**src/rtl/scale_pkg.sv**
```systemverilog
// Shared definitions for the 32<->16-bit scaling path (downscaler and unscaler).
package scale_pkg;

  typedef enum logic [1:0] {
    IDLE  = 2'd0,
    SHIFT = 2'd1,
    HOLD  = 2'd2
  } state_e;

  localparam int unsigned STEP      = 2;
  localparam int unsigned MAX_STEPS = 8;

endpackage : scale_pkg

```
**src/rtl/shift_step_reg.sv**
```systemverilog
// Accumulator register: loads a zero-extended input word, shifts left by STEP, or holds.
module shift_step_reg #(
  parameter int unsigned DIN_W  = 16,
  parameter int unsigned DOUT_W = 32,
  parameter int unsigned STEP   = 2
) (
  input  logic              clk_i,
  input  logic              rst_i,
  input  logic              load_i,
  input  logic              shift_en_i,
  input  logic [DIN_W-1:0]  din_i,
  output logic [DOUT_W-1:0] q_o
);

  logic [DOUT_W-1:0] acc_q, acc_d;

  // Load has priority; the FSM never requests both in the same cycle.
  always_comb begin
    acc_d = acc_q;
    if (load_i) begin
      acc_d = DOUT_W'(din_i);
    end else if (shift_en_i) begin
      acc_d = acc_q << STEP;
    end
  end

  always_ff @(posedge clk_i) begin
    if (rst_i) begin
      acc_q <= '0;
    end else begin
      acc_q <= acc_d;
    end
  end

  assign q_o = acc_q;

endmodule : shift_step_reg

```
**src/rtl/unscale_16to32b.sv**
```systemverilog
// Restores a downscaled 16-bit word to 32 bits by shifting left STEP bits per cycle,
// with valid/ready handshakes on input and output.
module unscale_16to32b #(
  parameter int unsigned DIN_W  = 16,
  parameter int unsigned DOUT_W = 32,
  parameter int unsigned STEP   = 2,
  parameter int unsigned CNT_W  = 4
) (
  input  logic              clk_i,
  input  logic              rst_i,
  input  logic [DIN_W-1:0]  data_i,
  input  logic [CNT_W-1:0]  shift_i,
  input  logic              valid_i,
  output logic              ready_o,
  output logic [DOUT_W-1:0] y_o,
  output logic              valid_o,
  input  logic              ready_i,
  output logic              ovf_o
);

  import scale_pkg::state_e;
  import scale_pkg::IDLE;
  import scale_pkg::SHIFT;
  import scale_pkg::HOLD;

  localparam int unsigned      MAX_SHIFT = (DOUT_W - DIN_W) / STEP;
  localparam logic [CNT_W-1:0] MAX_CNT   = CNT_W'(MAX_SHIFT);

  state_e           state_q, state_d;
  logic [CNT_W-1:0] cnt_q, cnt_d;
  logic             ovf_q, ovf_d;
  logic             ready_q, ready_d;
  logic             valid_q, valid_d;
  logic             load_c, shift_en_c;

  // Next state, counter and flag updates; ready/valid are registered from the next state.
  always_comb begin
    state_d    = state_q;
    cnt_d      = cnt_q;
    ovf_d      = ovf_q;
    load_c     = 1'b0;
    shift_en_c = 1'b0;
    unique case (state_q)
      IDLE: begin
        if (valid_i && ready_q) begin
          load_c  = 1'b1;
          ovf_d   = (shift_i > MAX_CNT);
          cnt_d   = (shift_i > MAX_CNT) ? MAX_CNT : shift_i;
          state_d = (cnt_d == '0) ? HOLD : SHIFT;
        end
      end
      SHIFT: begin
        shift_en_c = 1'b1;
        cnt_d      = cnt_q - CNT_W'(1);
        if (cnt_q == CNT_W'(1)) begin
          state_d = HOLD;
        end
      end
      HOLD: begin
        if (ready_i) begin
          state_d = IDLE;
        end
      end
      default: state_d = IDLE;
    endcase
    ready_d = (state_d == IDLE);
    valid_d = (state_d == HOLD);
  end

  always_ff @(posedge clk_i) begin
    if (rst_i) begin
      state_q <= IDLE;
      cnt_q   <= '0;
      ovf_q   <= 1'b0;
      ready_q <= 1'b1;
      valid_q <= 1'b0;
    end else begin
      state_q <= state_d;
      cnt_q   <= cnt_d;
      ovf_q   <= ovf_d;
      ready_q <= ready_d;
      valid_q <= valid_d;
    end
  end

  shift_step_reg #(
    .DIN_W (DIN_W),
    .DOUT_W(DOUT_W),
    .STEP  (STEP)
  ) u_acc (
    .clk_i     (clk_i),
    .rst_i     (rst_i),
    .load_i    (load_c),
    .shift_en_i(shift_en_c),
    .din_i     (data_i),
    .q_o       (y_o)
  );

  assign ready_o = ready_q;
  assign valid_o = valid_q;
  assign ovf_o   = ovf_q;

endmodule : unscale_16to32b
```
**config.mk**
```make
export PLATFORM = sky130hd
export DESIGN_NAME = unscale_16to32b
export DESIGN_NICKNAME = d
export VERILOG_FILES = /design/src/rtl/scale_pkg.sv /design/src/rtl/shift_step_reg.sv /design/src/rtl/unscale_16to32b.sv
export SDC_FILE = /design/constraint.sdc
export NUM_CORES = 1
export LEC_CHECK = 0
export ABC_AREA = 1
export BUFFER_PORTS_ARGS = -buffer_cell sky130_fd_sc_hd__buf_2
export CORE_UTILIZATION = 53
export CTS_CLUSTER_DIAMETER = 200
export DETAILED_ROUTE_END_ITERATION = 8
export PLACE_DENSITY = 0.88
export SLEW_MARGIN = 20
export SYNTH_ARGS = -nofsm -noshare
export SYNTH_HDL_FRONTEND = slang
export SYNTH_SLANG_ARGS = --single-unit
```
**constraint.sdc**
```tcl
create_clock -name clk_i -period 1.8 [get_ports clk_i]
set_input_delay 0.18 -clock clk_i [delete_from_list [all_inputs] [get_ports clk_i]]
set_output_delay 0.18 -clock clk_i [all_outputs]
set_load 0.02 [all_outputs]
```
## After elaboration in Yosys (flattened, before gate mapping)

Cells that the tools add are included.

- Register bits after elaboration: 41
- Output and inout bits: 35

- $lt $le $gt $ge: 1
- Mux-type cells: 13
- Add/subtract/negate cells: 1
- Reductions and logical operators: 9
- Equal/unequal tests: 5

Operator list:

| cell | number |
|---|---|
| $mux W16 | 2 |
| $mux W2 | 4 |
| $mux W4 | 2 |
| $pmux W4 S2 | 1 |
| $pmux W2 S3 | 1 |
| $eq A2 B2 Y1 const B | 2 |
| $eq A4 B1 Y1 const B | 1 |
| $gt A4 B4 Y1 const B | 1 |
| $logic_not A2 Y1 | 2 |
| $logic_not A4 Y1 | 1 |
| $reduce_and A2 Y1 | 2 |
| $reduce_bool A2 Y1 | 2 |
| $sub A4 B1 Y4 const B | 1 |
| $mux W1 | 3 |
| $eq A2 B1 Y1 const B | 1 |
| $ne A2 B2 Y1 const B | 1 |
| $reduce_or A2 Y1 | 1 |
| $logic_and A1 B1 Y1 | 1 |

## Longest topological paths before layout

- Depth in word-level cells: 7
- Mapped depth: 9

## By module

Synthesis repeated with hierarchy kept, for this count alone.

- Cell total of the unflattened synthesis: 281
- Area total of the unflattened synthesis: 1940.6 um2

Modules (own cells, without submodules):

| module | cells each | area an instance (um2) | sequential area each (um2) | times used |
|---|---|---|---|---|
| shift_step_reg | 204 | 1425.1 | 640.6 | 1 |
| unscale_16to32b | 77 | 515.5 | 180.2 | 1 |

## Worst setup path before layout

OpenSTA, ideal clock, no wires.

- Kind: register to register
- From: register ready_q, in the netlist ready_o
- To: register u_acc.acc_q[22], in the netlist u_acc.q_o[22]
- Library setup time: 120 ps
- Required time: 1680 ps
- Clock period less this slack: 1201 ps
- Arrival: 1081 ps
- Stages on the path, launching flop included: 7
- Setup slack: 599 ps
- Path through: dfxtp_1 > nand2_1 > inv_1 > nand2_2 > nand2_1 > buf_2 > a21oi_1

- Word-level cells in the longest chain between the ends: 4

RTL lines:

| item | line | source |
|---|---|---|
| start, declared | unscale_16to32b.sv:32 | `logic ready_q, ready_d;` |
| start signal, assigned | unscale_16to32b.sv:81 | `ready_q <= ready_d;` |
| $logic_and A1 B1 Y1 | unscale_16to32b.sv:45 | `if (valid_i && ready_q) begin` |
| $mux W1 | unscale_16to32b.sv:45 |  |
| $mux W1 | unscale_16to32b.sv:43 | `unique case (state_q)` |
| $reduce_or A2 Y1 (no line) | -- |  |
| end signal, assigned | shift_step_reg.sv:29 | `acc_q <= '0;` |
| end signal, assigned | shift_step_reg.sv:31 | `acc_q <= acc_d;` |
| end, declared | shift_step_reg.sv:15 | `logic [DOUT_W-1:0] acc_q, acc_d;` |

Every way passes these cells.
A chain may end at the register's enable or synchronous reset.

## Worst setup path after layout

- From: register state_q[1]
- To: register u_acc.acc_q[12], in the netlist u_acc.q_o[12]

- Word-level cells in the longest chain between the ends: 3

RTL lines:

| item | line | source |
|---|---|---|
| start, declared | unscale_16to32b.sv:29 | `state_e state_q, state_d;` |
| start signal, assigned | unscale_16to32b.sv:78 | `state_q <= state_d;` |
| $eq A2 B1 Y1 / $logic_not A2 Y1 (equally long branches) | unscale_16to32b.sv:43 |  |
| $mux W1 | unscale_16to32b.sv:43 |  |
| $reduce_bool A2 Y1 (no line) / $mux W16 (equally long branches) | -- |  |

Several ways; a longest one is shown, not always the timed one.

==> out/results.ini <==
[floorplanning]
initial_utilization_pct=56.41
core-area_um2=3103
dieArea_um2=3537
die_w_um=59.47
die_h_um=59.47
fp-row-count=20
ios=59

[global_route]
globalRouteTotalUtil_pct=23.33
grt_pass1_vias=1404
grt_antenna_before_repair=0
grt_start_max_net_pins=22
grt_pass1_wl_mm=6.058
grt_overflow=0

[timing]
max-slew-margin-rel_pct=66.14
setup_tns_ps=0
final_max_slew_viol_count=0
finalCriticalPeriod_ps=1462
finalClockSkew_ps=8.607
finalCritPeriodShare_pct=81.22
setup_slack_ps=338.1
hold_viol_final=0
rsz0062_at_grt=false
setup_viol=0
max_freq_mhz=684.1
whs_ps=66.19
worst_pin_slew_ps=506.6

[placement]
hpwl_mm=2.641
place_congestion=0.8719
dp.cells=351
portBuffers=58
dp_worst_setup_slack_ps=352.3

[cts]
tritoncts=done
htree_levels=2
cts_buffer_depth=2
cts_setup_buffers=0
cts_buffers=5
clkLatencyLatePin_ps=350
path_clk_slew_ps=130
cts_hold_buffers=0
cts-root-buf=clkbuf_4
cts.sinks=41
postCtsResizedCells=0

[setup_path]
path_class=flip-flop to flip-flop
critical_path.max_fanout=17
arrival_ps=1760
cp-end-kind=flip-flop
critPathRequiredTime_ps=2090
start_kind=flip-flop

[cells_and_area]
area_growth_pct=22.52
multi_input_area_um2=772.0
num_antenna_cells=0
seq_area_um2=820.8
fillers=282
layout.nets=340
final_layout_size_suffix_gt1_share_pct=23.81
instances_no_fill=359

[detailed_routing]
routed_via_density=4.869
antenna_left=0
drt-initial-drc-count=111
drc_errors=0
wl_mm=3.765
vias=1748
avgRoutedWirePerCell_um=10.49
dr.pass1.iters=4

[synthesis]
synthArstFlopShare_pct=0
synth_top_cells_by_count=nand2_1 (75), nor2_1 (49), dfxtp_1 (41)
synth_area_leaders=dfxtp_1 (47%), nand2_1 (16%), nor2_1 (11%)
synth_top_cell_by_area=dfxtp_1
synthFlopType=dfxtp_1
syn_nets=282
synth_edf_count=0
syn_avg_cell_area_um2=6.838
syn_area_um2=1750
ys_ff_latch=41
yosysUniqueCellTypes=21
syn_inst=256
yosys.cell_count.top_type=nand2_1
synth_top_area_share_pct=46.89
seq_area_frac_synth_pct=46.89
yosys_warnings=0

[worst_hold_path]
hold_path.class=primary input to flip-flop

[pwr]
power.leakage_nw=1.024
ir_worst_vdd_mv=0.6034
powerDensity_nw_per_um2=1015

[flow_run]
maxCapViolations=0

[run_status]
status=completed

-- report_power, final --
group	internal, mW	switching (mW)	leakage (nW)
Sequential	0.980	0.0474	0.334
Clock	0.294	0.314	0.0414
Combinational	0.176	0.366	0.649
-- critical path, stage by stage (launching register included) --
cell and delay, ps:
dfxtp_1 370, inv_1 70, nand2_2 230, nand2_2 240, inv_1 240, nand2_1 90, a21oi_1 150
-- routing by layer --
layer | wire, um | global-route usage, % | share of wire (%) | vias to the layer above
li1 | - | - | - | 905
met3 | 218 | 7.424 | 5.8 | 7
met1 | 1722 | 30.37 | 46 | 783
met2 | 1750 | 35.31 | 46 | 53
met5 | 0 | 0 | 0 | -
met4 | 75 | 10.20 | 2.0 | 0
-- final cells by class --
type                    count  share of cell area (%)
flip-flops and latches     41                   38.27
clock buffers               5                   1.750
clock inverters             3                   2.159
well taps                  44                   2.567
inverters                  26                   4.667
repair buffers             61                   14.59
multi-input cells         179                   36.00
-- per-stage QoR --
step | total power [mW] | util [%] | area [um2]
after floorplan | 1.453 | - | 1750
after global placement | 1.578 | 66.41 | 2061
after detailed placement | 1.590 | 66.41 | 2061
after CTS | 2.191 | 69.11 | 2145
after global routing | 2.320 | 69.11 | 2145
final | 2.177 | 69.11 | 2145
-- path summary, 6_finish.rpt --
| path | from | endpoint | slack [ps] | depth (start not counted) |
|---|---|---|---|---|
| max | state_q[1]$_SDFF_PP0_ | u_acc.q_o[12]$_SDFFE_PP0P_ | 340 | 6 |
| min reg2reg | u_acc.q_o[30]$_SDFFE_PP0P_ | u_acc.q_o[30]$_SDFFE_PP0P_ | 470 | 2 |
| max reg2reg | state_q[1]$_SDFF_PP0_ | u_acc.q_o[12]$_SDFFE_PP0P_ | 340 | 6 |
| min | data_i[1] | u_acc.q_o[1]$_SDFFE_PP0P_ | 70 | 3 |
-- sequential cells by signal, summed over array words and instances (netlist names) --
| signal | cells |
|---|---|
| ready_o | 1 |
| u_acc.q_o | 32 |
| cnt_q | 4 |
| valid_o | 1 |
| ovf_o | 1 |
| state_q | 2 |
-- layout by cell type, fill, tap and decap left out --
| cell | n |
|---|---|
| a21oi_1 | 24 |
| a21oi_2 | 1 |
| buf_2 | 58 |
| buf_4 | 3 |
| bufinv_16 | 1 |
| clkbuf_4 | 5 |
| clkinv_4 | 1 |
| clkinvlp_4 | 1 |
| dfxtp_1 | 41 |
| ha_1 | 2 |
| inv_1 | 25 |
| inv_4 | 1 |
| nand2_1 | 75 |
| nand2_2 | 3 |
| nand3_1 | 6 |
| nand4_1 | 1 |
| nor2_1 | 49 |
| nor2_2 | 1 |
| nor3_1 | 1 |
| o21ai_0 | 13 |
| o21ai_1 | 1 |
| o31ai_1 | 1 |
| xnor2_1 | 1 |
-- logic make-up after synthesis --
family	Yosys count	share of synthesized area [%]
and+or+nand+nor	136	30.38
DFF	41	46.89
AOI/OAI and AO/OA	40	11.79
buffers and inverters	36	9.006
adders and majority gates	2	1.429
xor gates and xnor gates	1	0.5004
Power figures use the tool's default switching activity.
